**src/rtl/wb_select_stage.sv**
```systemverilog
// Writeback stage: picks one result source per instruction and buffers it in a
// two-entry skid buffer that drives the register-file write port.
module wb_select_stage #(
  parameter int DATA_W   = 32,
  parameter int NSRC     = 3,
  parameter int ADDR_W   = 4,
  parameter int CALL_SRC = 2,
  parameter int RA_IDX   = 15
) (
  input  logic                   clk,
  input  logic                   rst,
  input  logic                   flush,
  input  logic                   in_valid,
  output logic                   in_ready,
  input  logic [NSRC*DATA_W-1:0] src_data,
  input  logic [NSRC-1:0]        src_sel,
  input  logic [ADDR_W-1:0]      in_rd,
  input  logic                   in_wb,
  input  logic                   out_ready,
  output logic                   out_valid,
  output logic                   rf_we,
  output logic [ADDR_W-1:0]      rf_waddr,
  output logic [DATA_W-1:0]      rf_wdata,
  input  logic [ADDR_W-1:0]      rs1_addr,
  input  logic [ADDR_W-1:0]      rs2_addr,
  output logic                   fwd1_hit,
  output logic                   fwd2_hit,
  output logic [DATA_W-1:0]      fwd1_data,
  output logic [DATA_W-1:0]      fwd2_data,
  output logic [31:0]            retire_cnt
);

  localparam int SEL_W = (NSRC > 1) ? $clog2(NSRC) : 1;

  typedef enum logic [1:0] {EMPTY, ONE, TWO} bufState_t;

  typedef struct packed {
    logic              wb;
    logic [ADDR_W-1:0] rd;
    logic [DATA_W-1:0] data;
  } entry_t;

  bufState_t         state;
  entry_t            head;
  entry_t            skid;
  entry_t            newEntry;
  logic [SEL_W-1:0]  selIdx;
  logic [31:0]       retireCnt;
  logic              headValid;
  logic              skidValid;
  logic              accept;
  logic              handshake;

  // Highest set select bit wins; an all-zero select falls back to the ALU source.
  always_comb begin
    selIdx = '0;
    for (int i = 0; i < NSRC; i++) begin
      if (src_sel[i]) selIdx = SEL_W'(i);
    end
    newEntry.wb   = in_wb;
    newEntry.data = src_data[selIdx*DATA_W +: DATA_W];
    newEntry.rd   = (selIdx == SEL_W'(CALL_SRC)) ? ADDR_W'(RA_IDX) : in_rd;
  end

  assign headValid = (state != EMPTY);
  assign skidValid = (state == TWO);
  assign accept    = in_valid & in_ready;
  assign handshake = out_valid & out_ready;

  assign in_ready   = !skidValid;
  assign out_valid  = headValid;
  assign rf_we      = headValid & head.wb & out_ready & !rst;
  assign rf_waddr   = head.rd;
  assign rf_wdata   = head.data;
  assign retire_cnt = retireCnt;

  // The retire counter keeps running across flushes; only reset clears it.
  always_ff @(posedge clk) begin
    if (rst) begin
      state     <= EMPTY;
      head      <= '0;
      skid      <= '0;
      retireCnt <= '0;
    end else begin
      if (handshake) retireCnt <= retireCnt + 32'd1;
      if (flush) begin
        state <= EMPTY;
      end else begin
        case (state)
          EMPTY: begin
            if (accept) begin
              head  <= newEntry;
              state <= ONE;
            end
          end
          ONE: begin
            if (accept && handshake) begin
              head <= newEntry;
            end else if (accept) begin
              skid  <= newEntry;
              state <= TWO;
            end else if (handshake) begin
              state <= EMPTY;
            end
          end
          TWO: begin
            if (handshake) begin
              head  <= skid;
              state <= ONE;
            end
          end
          default: state <= EMPTY;
        endcase
      end
    end
  end

  // The younger skid entry overrides the head when both match an operand.
  always_comb begin
    fwd1_hit  = 1'b0;
    fwd2_hit  = 1'b0;
    fwd1_data = '0;
    fwd2_data = '0;
    if (headValid && head.wb && head.rd == rs1_addr) begin
      fwd1_hit  = 1'b1;
      fwd1_data = head.data;
    end
    if (skidValid && skid.wb && skid.rd == rs1_addr) begin
      fwd1_hit  = 1'b1;
      fwd1_data = skid.data;
    end
    if (headValid && head.wb && head.rd == rs2_addr) begin
      fwd2_hit  = 1'b1;
      fwd2_data = head.data;
    end
    if (skidValid && skid.wb && skid.rd == rs2_addr) begin
      fwd2_hit  = 1'b1;
      fwd2_data = skid.data;
    end
  end

endmodule
```
**config.mk**
```make
export PLATFORM = sky130hd
export DESIGN_NAME = wb_select_stage
export DESIGN_NICKNAME = d
export VERILOG_FILES = /design/src/rtl/wb_select_stage.sv
export SDC_FILE = /design/constraint.sdc
export NUM_CORES = 1
export LEC_CHECK = 0
export CAP_MARGIN = 20
export CORE_MARGIN = 2
export CORE_UTILIZATION = 43
export CTS_CLUSTER_SIZE = 8
export DETAILED_ROUTE_END_ITERATION = 8
export GPL_TIMING_DRIVEN = 0
export PLACE_DENSITY_LB_ADDON = 0.1
export SYNTH_ARGS = -nofsm -noshare
export SYNTH_HDL_FRONTEND = slang
export SYNTH_SLANG_ARGS = --single-unit
export TNS_END_PERCENT = 1
```
**constraint.sdc**
```tcl
create_clock -name clk -period 3.95 [get_ports clk]
set_input_delay 0.9875 -clock clk [delete_from_list [all_inputs] [get_ports clk]]
set_output_delay 0.9875 -clock clk [all_outputs]
set_load 0.05 [all_outputs]
```
Word level (Yosys, flattened, before mapping)
Index checks and enable logic that the tools add are counted.
Storage, ports and cells
  register bits after elaboration: 108
  latch bits: 0
  RAM bits: 0
  ROM bits: 0
  output and inout port bits: 137
  memories kept: 0
Cells by class
  add/sub/neg operators: 1
  $mul: 0
  divide/modulo/power cells: 0
  $lt $le $gt $ge: 0
  eq/ne operators: 12
  shifts and indexed selects: 1
  multiplexer cells: 21
  bitwise logic cells: 7
  reductions and logical operators: 16
Operators with widths (number)
  2-to-1 mux 32 bit: 4
  2-to-1 mux 37 bit: 3
  one-hot mux 37 bit (3 select lines): 1
  variable part select 96 x 8 -> 32 bit: 1
  adder 32 x 1 -> 32 bit, second input constant: 1
  == test 4 bit: 4
  2-to-1 mux 2 bit: 6
  AND reduction 4 bit: 2
  logical AND 1 bit: 7
  != test 2 bit, second input constant: 3
  one-hot mux 2 bit (3 select lines): 1
  bitwise AND 1 bit: 5
  2-to-1 mux 1 bit: 5
  AND reduction 5 bit: 1
  == test 2 bit, second input constant: 2
  2-to-1 mux 4 bit: 1
  != test 3 bit, second input constant: 1
  nonzero test 3 bit: 1
  == test 2 x 1 -> 1 bit, second input constant: 1
  logical NOT 1 bit: 2
  logical NOT 2 bit: 1
  != test 2 x 1 -> 1 bit, second input constant: 1
  inverter 1 bit: 2
  nonzero test 2 bit: 1
  OR reduction 2 bit: 1

Logic depth before layout (Yosys ltp)
  word-level depth: 6
  depth in mapped cells: 7
  depth with buffers taken out: 5

Worst setup path before layout
No wires, ideal clock.
  kind: input-to-output
  start: input rs1_addr[0]
  end: output fwd1_data[10]
  data arrival time: 3121 ps
  required time: 2963 ps
  setup slack: -159 ps
  stages: 7
  cell sequence: xnor2_1 -> and4_1 -> clkbuf_1 -> and2_1 -> clkbuf_1 -> clkbuf_1 -> o31ai_1
Between the ends
  word-level cells in the longest chain between the ends: 4
  elaborated cells between the ends (all ways): 6
  classes of those cells: eq/ne (2); mux (2); reduce/logical (2)
Ends and longest elaborated chain
  start, declared: line 24  | input logic [ADDR_W-1:0] rs1_addr,
  == test 4 bit: line 124  | if (headValid && head.wb && head.rd == rs1_addr) begin
  logical AND 1 bit: line 124
  2-to-1 mux 32 bit: line 124
  2-to-1 mux 32 bit (*): line 128  | if (skidValid && skid.wb && skid.rd == rs1_addr) begin
  end, declared: line 28  | output logic [DATA_W-1:0] fwd1_data,
Every way passes the cells marked *; elsewhere a longest branch is shown, timed or not.

Final worst setup path
  start: input rs2_addr[1]
  end: output fwd2_data[1]
Between the ends
  word-level cells in the longest chain between the ends: 4
  elaborated cells between the ends (all ways): 6
  classes of those cells: eq/ne (2); mux (2); reduce/logical (2)
Ends and longest elaborated chain
  start, declared: line 25  | input logic [ADDR_W-1:0] rs2_addr,
  == test 4 bit: line 132  | if (headValid && head.wb && head.rd == rs2_addr) begin
  logical AND 1 bit: line 132
  2-to-1 mux 32 bit: line 132
  2-to-1 mux 32 bit (*): line 136  | if (skidValid && skid.wb && skid.rd == rs2_addr) begin
  end, declared: line 29  | output logic [DATA_W-1:0] fwd2_data,
Marks and branches as above.

==> impl_metrics.toml <==
[outcome]
outcome = "complete, but fails checks"
violations = "negative setup slack"

[timing]
max-slew-margin-rel_pct = 37.24
grt_setup_unrepaired = "yes"
timing.final.ws_setup_ps = -83.02
min_period_ps = 4033
slew_viol_final = 0
fin_skew_ps = 6.884
max_freq_mhz = 248.0
setup_tns_ps = -1125
setup_viol = 28
hold_viol = 0
tightestPinTransition_ps = 931.6
period_share_pct = 102.1

[clocking]
cts.clk_slew.worst_paths_ps = 70
cts-root-buf = "clkbuf_16"
numClockSinks = 108
clk_latency_ps = 360
numCtsBuffers = 9
clock_path_buffers = 2
cts_tree = "done"
htreeDepth = 3

[logic_synthesis]
yosysMostFrequentCell = "nand2_1"
synth_common_cells = "nand2_1 (142), dfxtp_1 (108), clkbuf_1 (62)"
avgSynthCellArea_um2 = 7.625
syn_nets = 988
ys_seq_area_share_pct = 32.59
synth.top_cell.area_share_pct = 32.59
syn_inst = 870
ys_ff_latch = 108
synth_top_area_cell = "dfxtp_1"
synth_area_leaders = "dfxtp_1 (33%), nand2_1 (8.0%), mux2i_1 (5.0%)"
synth_warnings = 0
synth_area_mm2 = 0.006634
synth_edf_count = 0
synth_cell_types = 42
ys.flop_type = "dfxtp_1"
async_flop_share_pct = 0

[setup_path]
arrival_ps = 3050
crit_fanout = 10
rr_startpoint = "state[1]"
crit_chain = "clkdlybuf4s50_1, xor2_1, nor4_4, a211oi_4, buf_6, clkbuf_4, a22o_1, clkdlybuf4s15_2"
cpPeakStageDelay_ps = 440
crit_family = "buffers and inverters"
end_kind = "output port"
cpMaxStageDelayCell = "clkdlybuf4s50_1"
crit_buf_inv = 4
required_ps = 2960
critPathKind = "input port to output port"
cp-start-kind = "input port"
crit_start = "rs2_addr[1]"

[final_layout]
finalNetCount = 1245
fill_cells = 1389
syn_to_final_growth_pct = 45.59
ff_latch_area_mm2 = 0.002162
antenna_cells = 0
multiInputGateArea_mm2 = 0.003764
drive_above_1_share_pct = 15.65

[global_route]
grt_pass1_vias = 6991
antenna_found_initial = 0
grt_max_degree = 17
grtUsageTotal_pct = 29.56
grt_pass1_wl_um = 37770
grt_overflow = 0

[drt]
vias_per_cell = 5.680
drt_iter0_drc = 670
vias = 7492
detail-route-antenna-nets = 0
wl_per_cell_um = 19.01
dr.pass1.iters = 5
routed_wl_um = 25070
drc = 0

[floorplan]
die_w_um = 128.2
core.rowCount = 45
fp.coreArea_mm2 = 0.01515
initial_core_util_pct = 43.80
fp.dieH_um = 128.2
ios = 254
die-area_mm2 = 0.01644

[power_and_ir_drop]
p_total_uw = 2819
powerDensity_mw_per_mm2 = 291.8
irDropWorstVdd_mv = 0.1962
leakagePower_uw = 0.003525

[placement]
io_buffers = 247
gp_congestion = 0.8468
place_ws_ps = -1304
dp_hpwl_um = 18500

[flow_run]
cap_violations = 0

[min_path]
min_path_type = "flop to flop"
min_from = "skid[36]"
path summary, 6_finish.rpt:
path	slack, ps	depth (start not counted)	endpoint
setup / recovery	-80	8	fwd2_data[1]
hold / removal	480	2	skid[36]
setup reg to reg	1660	7	rf_wdata[25]
hold reg to reg	480	2	skid[36]
sequential cells by signal (all words and copies together), names as in the netlist:
signal and flops:
rf_wdata 32, head 1, skid 37, state 2, rf_waddr 4, retire_cnt 32
routing by layer:
metal / routed length (µm) / global-route usage, % / share of wire, %
met4: 697 / 11.25 / 2.8
met3: 2223 / 5.760 / 8.9
met5: 0 / 0 / 0
met1: 10410 / 37.80 / 42
met2: 11730 / 49.25 / 47
final cells by class:
type	count	share of cell area, %
multi-input combinational	601	38.97
timing repair buffer	249	24.38
sequential	108	22.39
buffer	117	6.711
clock buffer	11	2.513
tap	188	2.436
inverter	41	1.593
clock inverter	4	1.010
layout by cell type (no fill, tap or decap), types with 33 or more instances in the layout:
cell type and count:
a211oi_1 33, o21ai_0 45, a21oi_1 51, nand2_1 142
inv_1 41, nand3_1 38, clkdlybuf4s50_1 180, mux2i_1 33
clkbuf_1 48, dfxtp_1 108, buf_4 75
worst min-delay path, stage by stage, from the launching register on:
cell     delay, ps
dfxtp_1        310
nand2_1         60
a21oi_1         60
through the flow:
step | hold slack, ps | std cells | cell area, µm² | util, %
2_1_floorplan | 430.4 | 870 | 6634 | -
3_3_place_gp | 441.5 | 1305 | 9341 | 61.68
3_5_place_dp | 450.0 | 1305 | 9341 | 61.68
4_1_cts | 480.7 | 1319 | 9634 | 63.61
5_1_grt | 503.3 | 1319 | 9658 | 63.77
6_report | 483.1 | 1319 | 9658 | 63.77
where the power goes:
part | switching [µW] | leakage [µW] | internal (µW)
Clock | 428 | 0.000162 | 635
Combinational | 333 | 0.00249 | 267
Sequential | 32.0 | 0.000878 | 1120
kinds of logic (layout without fill, tap and decap cells):
family	Yosys count	after routing	share of synthesized area, %
muxes	43	43	6.677
xor gates and xnor gates	25	25	3.301
adders and majority gates	1	1	0.1886
and+or+nand+nor	294	294	20.71
buffers and inverters	161	422	11.73
AOI/OAI and AO/OA	238	238	24.80
DFF	108	108	32.59
timing repair:
| action | CTS | global route |
|---|---|---|
| pin swaps | 2 | 0 |
| setup endpoints to repair | 66 | 65 |
| endpoints found under the hold margin | 0 | 0 |
| gates cloned | 0 | 0 |
| hold buffers | 0 | 0 |
| resized for setup | 403 | 36 |
| setup buffers | 2 | 0 |
Power figures use the tool's default switching activity.
